===== config.mk =====
export PLATFORM = sky130hd
export DESIGN_NAME = snow64_main_mem_requester
export DESIGN_NICKNAME = d
export VERILOG_FILES = /design/src/rtl/snow64_main_mem_requester.sv
export SDC_FILE = /design/constraint.sdc
export NUM_CORES = 1
export LEC_CHECK = 0
export ABC_AREA = 0
export BUFFER_PORTS_ARGS = -buffer_cell sky130_fd_sc_hd__clkbuf_2
export CORE_AREA = 2 2 139 141
export DETAILED_ROUTE_END_ITERATION = 8
export DIE_AREA = 0 0 141 143
export PLACE_DENSITY = 0.69
export SYNTH_ARGS = -nofsm -noshare
export SYNTH_HDL_FRONTEND = slang
export SYNTH_SLANG_ARGS = --single-unit

===== constraint.sdc =====
create_clock -name clk -period 2 [get_ports clk]
set_clock_uncertainty 0.1 [all_clocks]
set_input_delay 0.4 -clock clk [delete_from_list [all_inputs] [get_ports clk]]
set_output_delay 0.4 -clock clk [all_outputs]
set_load 0.02 [all_outputs]

===== src/rtl/snow64_main_mem_requester.sv =====
// Main-memory requester: arbitrates instruction-fetch and data ports onto one synchronous single-port memory.
// Optional macro SNOW64_MAIN_MEM_REQ_ROUND_ROBIN_EN switches fixed D-priority to round-robin arbitration.

package PkgSnow64MainMem;
    localparam int MSB_POS__MEM_ADDRESS = 31;
    localparam int MSB_POS__DATA_INOUT  = 63;
endpackage

module snow64_main_mem_requester #(
    parameter int ADDR_WIDTH = PkgSnow64MainMem::MSB_POS__MEM_ADDRESS + 1,
    parameter int DATA_WIDTH = PkgSnow64MainMem::MSB_POS__DATA_INOUT + 1
) (
    input  logic                  clk,
    input  logic                  rst_n,

    input  logic                  i_req_valid,
    input  logic [ADDR_WIDTH-1:0] i_req_addr,
    output logic                  i_req_ready,
    output logic                  i_resp_valid,

    input  logic                  d_req_valid,
    input  logic                  d_req_wr,
    input  logic [ADDR_WIDTH-1:0] d_req_addr,
    input  logic [DATA_WIDTH-1:0] d_req_wdata,
    output logic                  d_req_ready,
    output logic                  d_resp_valid,

    output logic [DATA_WIDTH-1:0] resp_data,

    output logic                  mem_req_wr,
    output logic [ADDR_WIDTH-1:0] mem_addr,
    output logic [DATA_WIDTH-1:0] mem_wdata,
    input  logic [DATA_WIDTH-1:0] mem_rdata
);

    localparam logic [1:0] ST_IDLE    = 2'd0;
    localparam logic [1:0] ST_ISSUE   = 2'd1;
    localparam logic [1:0] ST_RD_WAIT = 2'd2;

    logic [1:0] state;
    logic       owner_d;
    logic       idle;
    logic       grant_d;
    logic       grant_i;
    logic       accept_d;
    logic       accept_i;

    assign idle = (state == ST_IDLE);

`ifdef SNOW64_MAIN_MEM_REQ_ROUND_ROBIN_EN
    // rr_favor_i: I wins the next contention (it was not granted last).
    logic rr_favor_i;

    always_comb begin
        grant_d = d_req_valid && !(i_req_valid && rr_favor_i);
        grant_i = i_req_valid && !(d_req_valid && !rr_favor_i);
    end

    always_ff @(posedge clk or negedge rst_n) begin
        if (!rst_n) begin
            rr_favor_i <= 1'b0;
        end else if (accept_d) begin
            rr_favor_i <= 1'b1;
        end else if (accept_i) begin
            rr_favor_i <= 1'b0;
        end
    end
`else
    always_comb begin
        grant_d = d_req_valid;
        grant_i = i_req_valid && !d_req_valid;
    end
`endif

    assign d_req_ready = idle && grant_d;
    assign i_req_ready = idle && grant_i;
    assign accept_d    = d_req_valid && d_req_ready;
    assign accept_i    = i_req_valid && i_req_ready;

    // mem_req_wr doubles as the "current transaction is a write" flag in ISSUE.
    always_ff @(posedge clk or negedge rst_n) begin
        if (!rst_n) begin
            state        <= ST_IDLE;
            owner_d      <= 1'b0;
            mem_req_wr   <= 1'b0;
            mem_addr     <= '0;
            mem_wdata    <= '0;
            resp_data    <= '0;
            i_resp_valid <= 1'b0;
            d_resp_valid <= 1'b0;
        end else begin
            i_resp_valid <= 1'b0;
            d_resp_valid <= 1'b0;
            case (state)
                ST_IDLE: begin
                    if (accept_d) begin
                        mem_addr   <= d_req_addr;
                        mem_wdata  <= d_req_wdata;
                        mem_req_wr <= d_req_wr;
                        owner_d    <= 1'b1;
                        state      <= ST_ISSUE;
                    end else if (accept_i) begin
                        mem_addr   <= i_req_addr;
                        mem_req_wr <= 1'b0;
                        owner_d    <= 1'b0;
                        state      <= ST_ISSUE;
                    end
                end
                ST_ISSUE: begin
                    mem_req_wr <= 1'b0;
                    if (mem_req_wr) begin
                        d_resp_valid <= 1'b1;
                        state        <= ST_IDLE;
                    end else begin
                        state <= ST_RD_WAIT;
                    end
                end
                ST_RD_WAIT: begin
                    resp_data <= mem_rdata;
                    if (owner_d) d_resp_valid <= 1'b1;
                    else         i_resp_valid <= 1'b1;
                    state <= ST_IDLE;
                end
                default: begin
                    mem_req_wr <= 1'b0;
                    state      <= ST_IDLE;
                end
            endcase
        end
    end

endmodule


==> run metrics, run 1 <==
path depth of the worst reg2reg path=7; final period utilization=97.55%; element type at the critical path start=flip-flop; WP data required=1.50 ns; Arr. time, crit path=1.45 ns; # diodes=0; placed wire-length estimate=14150 um; antenna violations before repair=0; die area=0.02016 mm2; vias in the first global route=5510; Total Routed Length=18830 um; synth warn=0; design area=0.009936 mm2; FF-to-FF End=mem_wdata[36]; final slew viol count=0; Final #Nets=1026; Setup CP Type=reg -> out; Synth Cell Area=0.007086 mm2; R2R Setup Slk=0.09 ns; post-synthesis sequential area ratio=58.63%; Placement Setup Slack=0.06810 ns; Worst Path Max Fanout=4; outcome=complete, no violations; IO Count=362; Fin. Hold Viols=0; CTS tree=yes; syn_area_per_cell=15.85 um2; grt ovf=0; Cell Rows=50; Area Overhead vs Synth=40.23%; Starting Density=38.13%; Netlist cell types=27; Max-Cap Viols=0; Mapped Cells=447; Fillers=1623; CTS sink count=166; Worst-path clk slew=0.07 ns; DRT iter0 DRCs=193; layout cells sized above 1=67.03%; min Tclk post-route=1.951 ns; GP Congestion=0.7871; routed len/inst=17.58 um; DRC=0; vias per cell=4.842; die width=141 um; Slew headroom=70.41%; placed inst area=0.009263 mm2; Static Leak=0.004930 uW; worst slew pin tran=0.4438 ns; number of endpoints failing setup at the final stage=0; core area=0.01858 mm2; root buffer cell=clkbuf_16; port buffer count=361; Max VDD drop=903.9 uV; maximum root-to-sink buffer count=2; first-pass GRT wire length=28960 um; pwr/cell area=1759 mW/mm2; WHS=0.1049 ns; TritonCTS Buffers=17; f_max=512.6 MHz; post-synth net total=648; GRT Resource Usage Total=18.63%; CP Capture Type=primary output; worst skew pair latency=0.41 ns; RSZ-0062 raised after global routing=true; setup ws final=0.04901 ns; worst hold path class=in -> reg; Die Height=143 um; DRT Pass-1 Iters=5; number of synthesized register bits=166; largest net degree at the start of global routing=67; crit path from=state[1]; Post-DRT Antenna Nets=0; Worst setup endpoint=d_req_ready; Via Count=5186; RR Startpoint=state[1]; H-tree levels=4
==> registers in the layout, summed over array words and instances (netlist names) <==
register      flops
owner_d           1
i_resp_valid      1
d_resp_valid      1
mem_req_wr        1
mem_addr         32
mem_wdata        64
resp_data        64
state             2
==> cell usage in the layout (no fill, tap or decap), types with 2 or more instances in the layout <==
cell type   synthesis  routed
bufinv_16           0       2
inv_6               0       4
clkbuf_16           0      17
nor2b_1             2       2
buf_12              4       7
o211a_1            31      31
nand4bb_1          33      33
ha_4                0       2
mux2_2             88      88
ha_1                4       2
nand3b_1           31      31
dfrtp_1           166     166
mux2_4             40      40
clkbuf_2            0     359
buf_4               4      24
inv_2               1       2
nand2_1             3       2
clkinvlp_4          0       3
inv_8               0       3
clkinv_4            0       2
buf_6               1       2
==> what timing repair did <==
item / 4_1_cts / 5_1_grt
pin swaps: 0 / 2
setup buffers: 4 / 0
endpoints found under the setup margin: 2 / 2
hold buffers: 1 / 0
gates resized for setup: 6 / 7
endpoints found under the hold margin: 39 / 0
==> power breakdown <==
part	switching [uW]	total [uW]	internal, uW
clock network	1440	3320	1870
logic	4480	8140	3660
registers	953	6020	5070
==> critical path: stages, from the launching register on <==
cell and delay (ns):
dfrtp_1 0.39, inv_2 0.11, ha_4 0.15, nand2_1 0.13, clkinv_4 0.10, clkbuf_2 0.17
==> metal layers <==
layer | up-vias | global-route usage [%] | share of wire, %
met5 | - | 0 | 0
met4 | 0 | 7.368 | 2.6
li1 | 2395 | - | -
met1 | 2504 | 20.60 | 38
met3 | 40 | 6.808 | 8.4
met2 | 247 | 32.76 | 51
==> how the worst min path moves through the flow <==
stage | from | to | slack (ns) | cells past startpoint
finish | d_req_wdata[42] | mem_wdata[42] | 0.10 | 2
global route | d_req_wdata[19] | mem_wdata[19] | 0.08 | 2
CTS | d_req_wdata[27] | mem_wdata[27] | 0.08 | 2
detailed placement | rst_n | mem_wdata[31] | 0.27 | 1
global placement | rst_n | mem_wdata[0] | 0.27 | 1
floorplan | rst_n | d_resp_valid | 0.004 | 0
==> cell type report <==
| type | count | area, um2 | area share (%) |
|---|---|---|---|
| clock buffer | 17 | 425.4 | 4.282 |
| clock inverter | 14 | 165.2 | 1.662 |
| inverter | 3 | 16.27 | 0.1637 |
| multi-input combinational | 243 | 2718 | 27.35 |
| sequential | 166 | 4154 | 41.81 |
| tap | 234 | 292.8 | 2.947 |
| timing repair buffer | 394 | 2165 | 21.79 |
==> kinds of logic after synthesis <==
logic type | Yosys count | synth area share [%]
multiplexers | 130 | 22.76
AND/OR/NAND/NOR | 74 | 9.465
buffers and inverters | 38 | 3.585
adder cells (fa/ha/maj) | 4 | 0.7064
flip-flops | 166 | 58.63
AO/OA/AOI/OAI | 35 | 4.856
==> synthesized netlist by cell type <==
cell type | count | area, um2
nand3_1 | 1 | 5.000
nand2b_1 | 1 | 6.260
nand4bb_1 | 33 | 371.6
buf_12 | 4 | 80.08
nand2_1 | 3 | 11.26
clkbuf_1 | 7 | 26.28
ha_1 | 4 | 50.05
inv_2 | 1 | 3.750
mux2i_1 | 1 | 10.01
o21a_1 | 1 | 7.510
a21o_1 | 1 | 7.510
nand3b_1 | 31 | 232.7
nand4b_1 | 1 | 8.760
mux2_2 | 88 | 991.0
nor2b_1 | 2 | 12.51
buf_4 | 4 | 30.03
mux2_4 | 40 | 600.6
buf_6 | 1 | 11.26
buf_2 | 19 | 95.09
o221a_2 | 1 | 11.26
nor3b_4 | 1 | 18.77
a22oi_1 | 1 | 7.510
o211a_1 | 31 | 310.3
mux2_1 | 1 | 11.26
nor2_1 | 1 | 3.750
inv_1 | 2 | 7.510
dfrtp_1 | 166 | 4154
==> through the flow <==
| stage | instances | utilization (%) | TNS [ns] | total power [uW] |
|---|---|---|---|---|
| detailed placement | 1035 | 49.85 | 0 | 14170 |
| floorplan | 447 | - | 0 | 11290 |
| global route | 1071 | 53.47 | -0.01234 | 18510 |
| finish | 1071 | 53.47 | 0 | 17480 |
| CTS | 1071 | 53.37 | 0 | 17700 |
| global placement | 1035 | 49.85 | 0 | 14000 |
(Power assumes the default switching activity.)
==> run 2: changes to the inputs <==
--- a/config.mk
+++ b/config.mk
@@ -11,6 +11,7 @@
 export DETAILED_ROUTE_END_ITERATION = 8
 export DIE_AREA = 0 0 141 143
 export PLACE_DENSITY = 0.69
+export SETUP_SLACK_MARGIN = 0.15
 export SYNTH_ARGS = -nofsm -noshare
 export SYNTH_HDL_FRONTEND = slang
 export SYNTH_SLANG_ARGS = --single-unit
==> run metrics, run 2 (synthesis gave the netlist of run 1 again) <==
RR Startpoint=state[1]; Worst-path clk slew=0.07 ns; number of endpoints failing setup at the final stage=0; RSZ-0062 raised after global routing=true; Total Routed Length=18860 um; final slew viol count=0; antenna violations before repair=0; H-tree levels=4; grt ovf=0; Max-Cap Viols=0; Fin. Hold Viols=0; WP data required=1.50 ns; Final #Nets=1027; met3 wire length=1679 um; final std cells w/o fill=1072; Worst Path Max Fanout=4; placed wire-length estimate=14150 um; outcome=complete, no violations; vias in the first global route=5504; R2R Setup Slk=0.22 ns; final period utilization=95.57%; Top Layer Used=met4; wire length on met1=7029 um; Die Height=143 um; placed inst area=0.009263 mm2; CP Capture Type=primary output; vias per cell=4.864; Slew headroom=70.41%; Area Overhead vs Synth=40.53%; layout cells sized above 1=67.30%; FF-to-FF End=state[0]; worst hold path class=in -> reg; Hold Crit Depth=2; Worst setup endpoint=i_req_ready; root buffer cell=clkbuf_16; registers with the most flip-flops=mem_wdata (64), resp_data (64), mem_addr (32); CTS tree=yes; die width=141 um; crit path from=state[1]; die area=0.02016 mm2; Final TNS setup=0 ns; GRT Resource Usage Total=18.64%; largest net degree at the start of global routing=67; DRT Pass-1 Iters=4; first-pass GRT wire length=28970 um; Arr. time, crit path=1.41 ns; Post-DRT Antenna Nets=0; Max VDD drop=904.6 uV; Starting Density=38.13%; Static Leak=0.004939 uW; path depth of the worst reg2reg path=6; worst skew pair latency=0.41 ns; port buffer count=361; core area=0.01858 mm2; DRC=0; min Tclk post-route=1.911 ns; worst slew pin tran=0.4439 ns; maximum root-to-sink buffer count=2; Setup CP Type=reg -> out; most frequent cells in the layout=clkbuf_2, dfrtp_1, mux2_2, mux2_4, nand4bb_1; WHS=0.1058 ns; # diodes=0; design area=0.009957 mm2; Cell Rows=50; CTS sink count=166; f_max=523.2 MHz; Via Count=5214; TritonCTS Buffers=17; met2 WL=9650 um; most common cell after layout, fill and taps aside=clkbuf_2; element type at the critical path start=flip-flop; pwr/cell area=1760 mW/mm2; GP Congestion=0.7871; DRT iter0 DRCs=182; routed len/inst=17.60 um; IO Count=362; Placed Cells=1035
## run 2: cell types whose count changed in the layout (fill, tap and decap cells not counted), sizes merged
cell / previous run / this run
buf: 34 / 36
clkbuf: 376 / 375
## run 2: timing repair
item | CTS | global route
gates resized for setup | 9 | 10
setup endpoints to repair | 65 | 63
hold buffers | 1 | 0
buffers inserted | 5 | 0
endpoints found under the hold margin | 39 | 0
## run 2: worst min-delay path by stage
stage                    startpoint            end  slack [ns]
finish              d_req_wdata[42]  mem_wdata[42]        0.11
global route        d_req_wdata[19]  mem_wdata[19]        0.08
CTS                 d_req_wdata[27]  mem_wdata[27]        0.08
detailed placement            rst_n  mem_wdata[31]        0.27
global placement              rst_n   mem_wdata[0]        0.27
floorplan                     rst_n   d_resp_valid       0.004
## run 2: metrics by stage
stage	util (%)	total power, uW	setup slack [ns]
6_report	53.59	17520	0.08860
5_1_grt	53.59	18550	0.01319
4_1_cts	53.47	17720	0.02599
3_5_place_dp	49.85	14170	0.06810
3_3_place_gp	49.85	14000	0.1019
2_1_floorplan	-	11290	0.2688
## run 2: cell type report
type                    instances  area (um2)
inverters                       3       16.27
flip-flops and latches        166        4154
multi-input cells             243        2721
well taps                     234       292.8
repair buffers                395        2182
clock buffers                  17       425.4
clock inverters                14       165.2
fillers                      1618        8623
## run 2: routing by layer
| layer | up-vias | track usage (%) |
|---|---|---|
| met3 | 40 | 6.774 |
| li1 | 2397 | - |
| met4 | 0 | 7.368 |
| met2 | 251 | 32.73 |
| met1 | 2526 | 20.67 |
| met5 | - | 0 |
## run 2: power breakdown
group | total [uW] | switching (uW) | internal [uW] | leakage, uW
Sequential | 6020 | 953 | 5070 | 0.00192
Clock | 3320 | 1440 | 1870 | 0.000283
Combinational | 8180 | 4490 | 3690 | 0.00273
## run 2: critical path, cell delays in order, from the launching register on
cell	delay (ns)
dfrtp_1	0.39
inv_2	0.10
ha_4	0.15
buf_8	0.10
nand2_4	0.05
nor2_4	0.09
buf_6	0.12
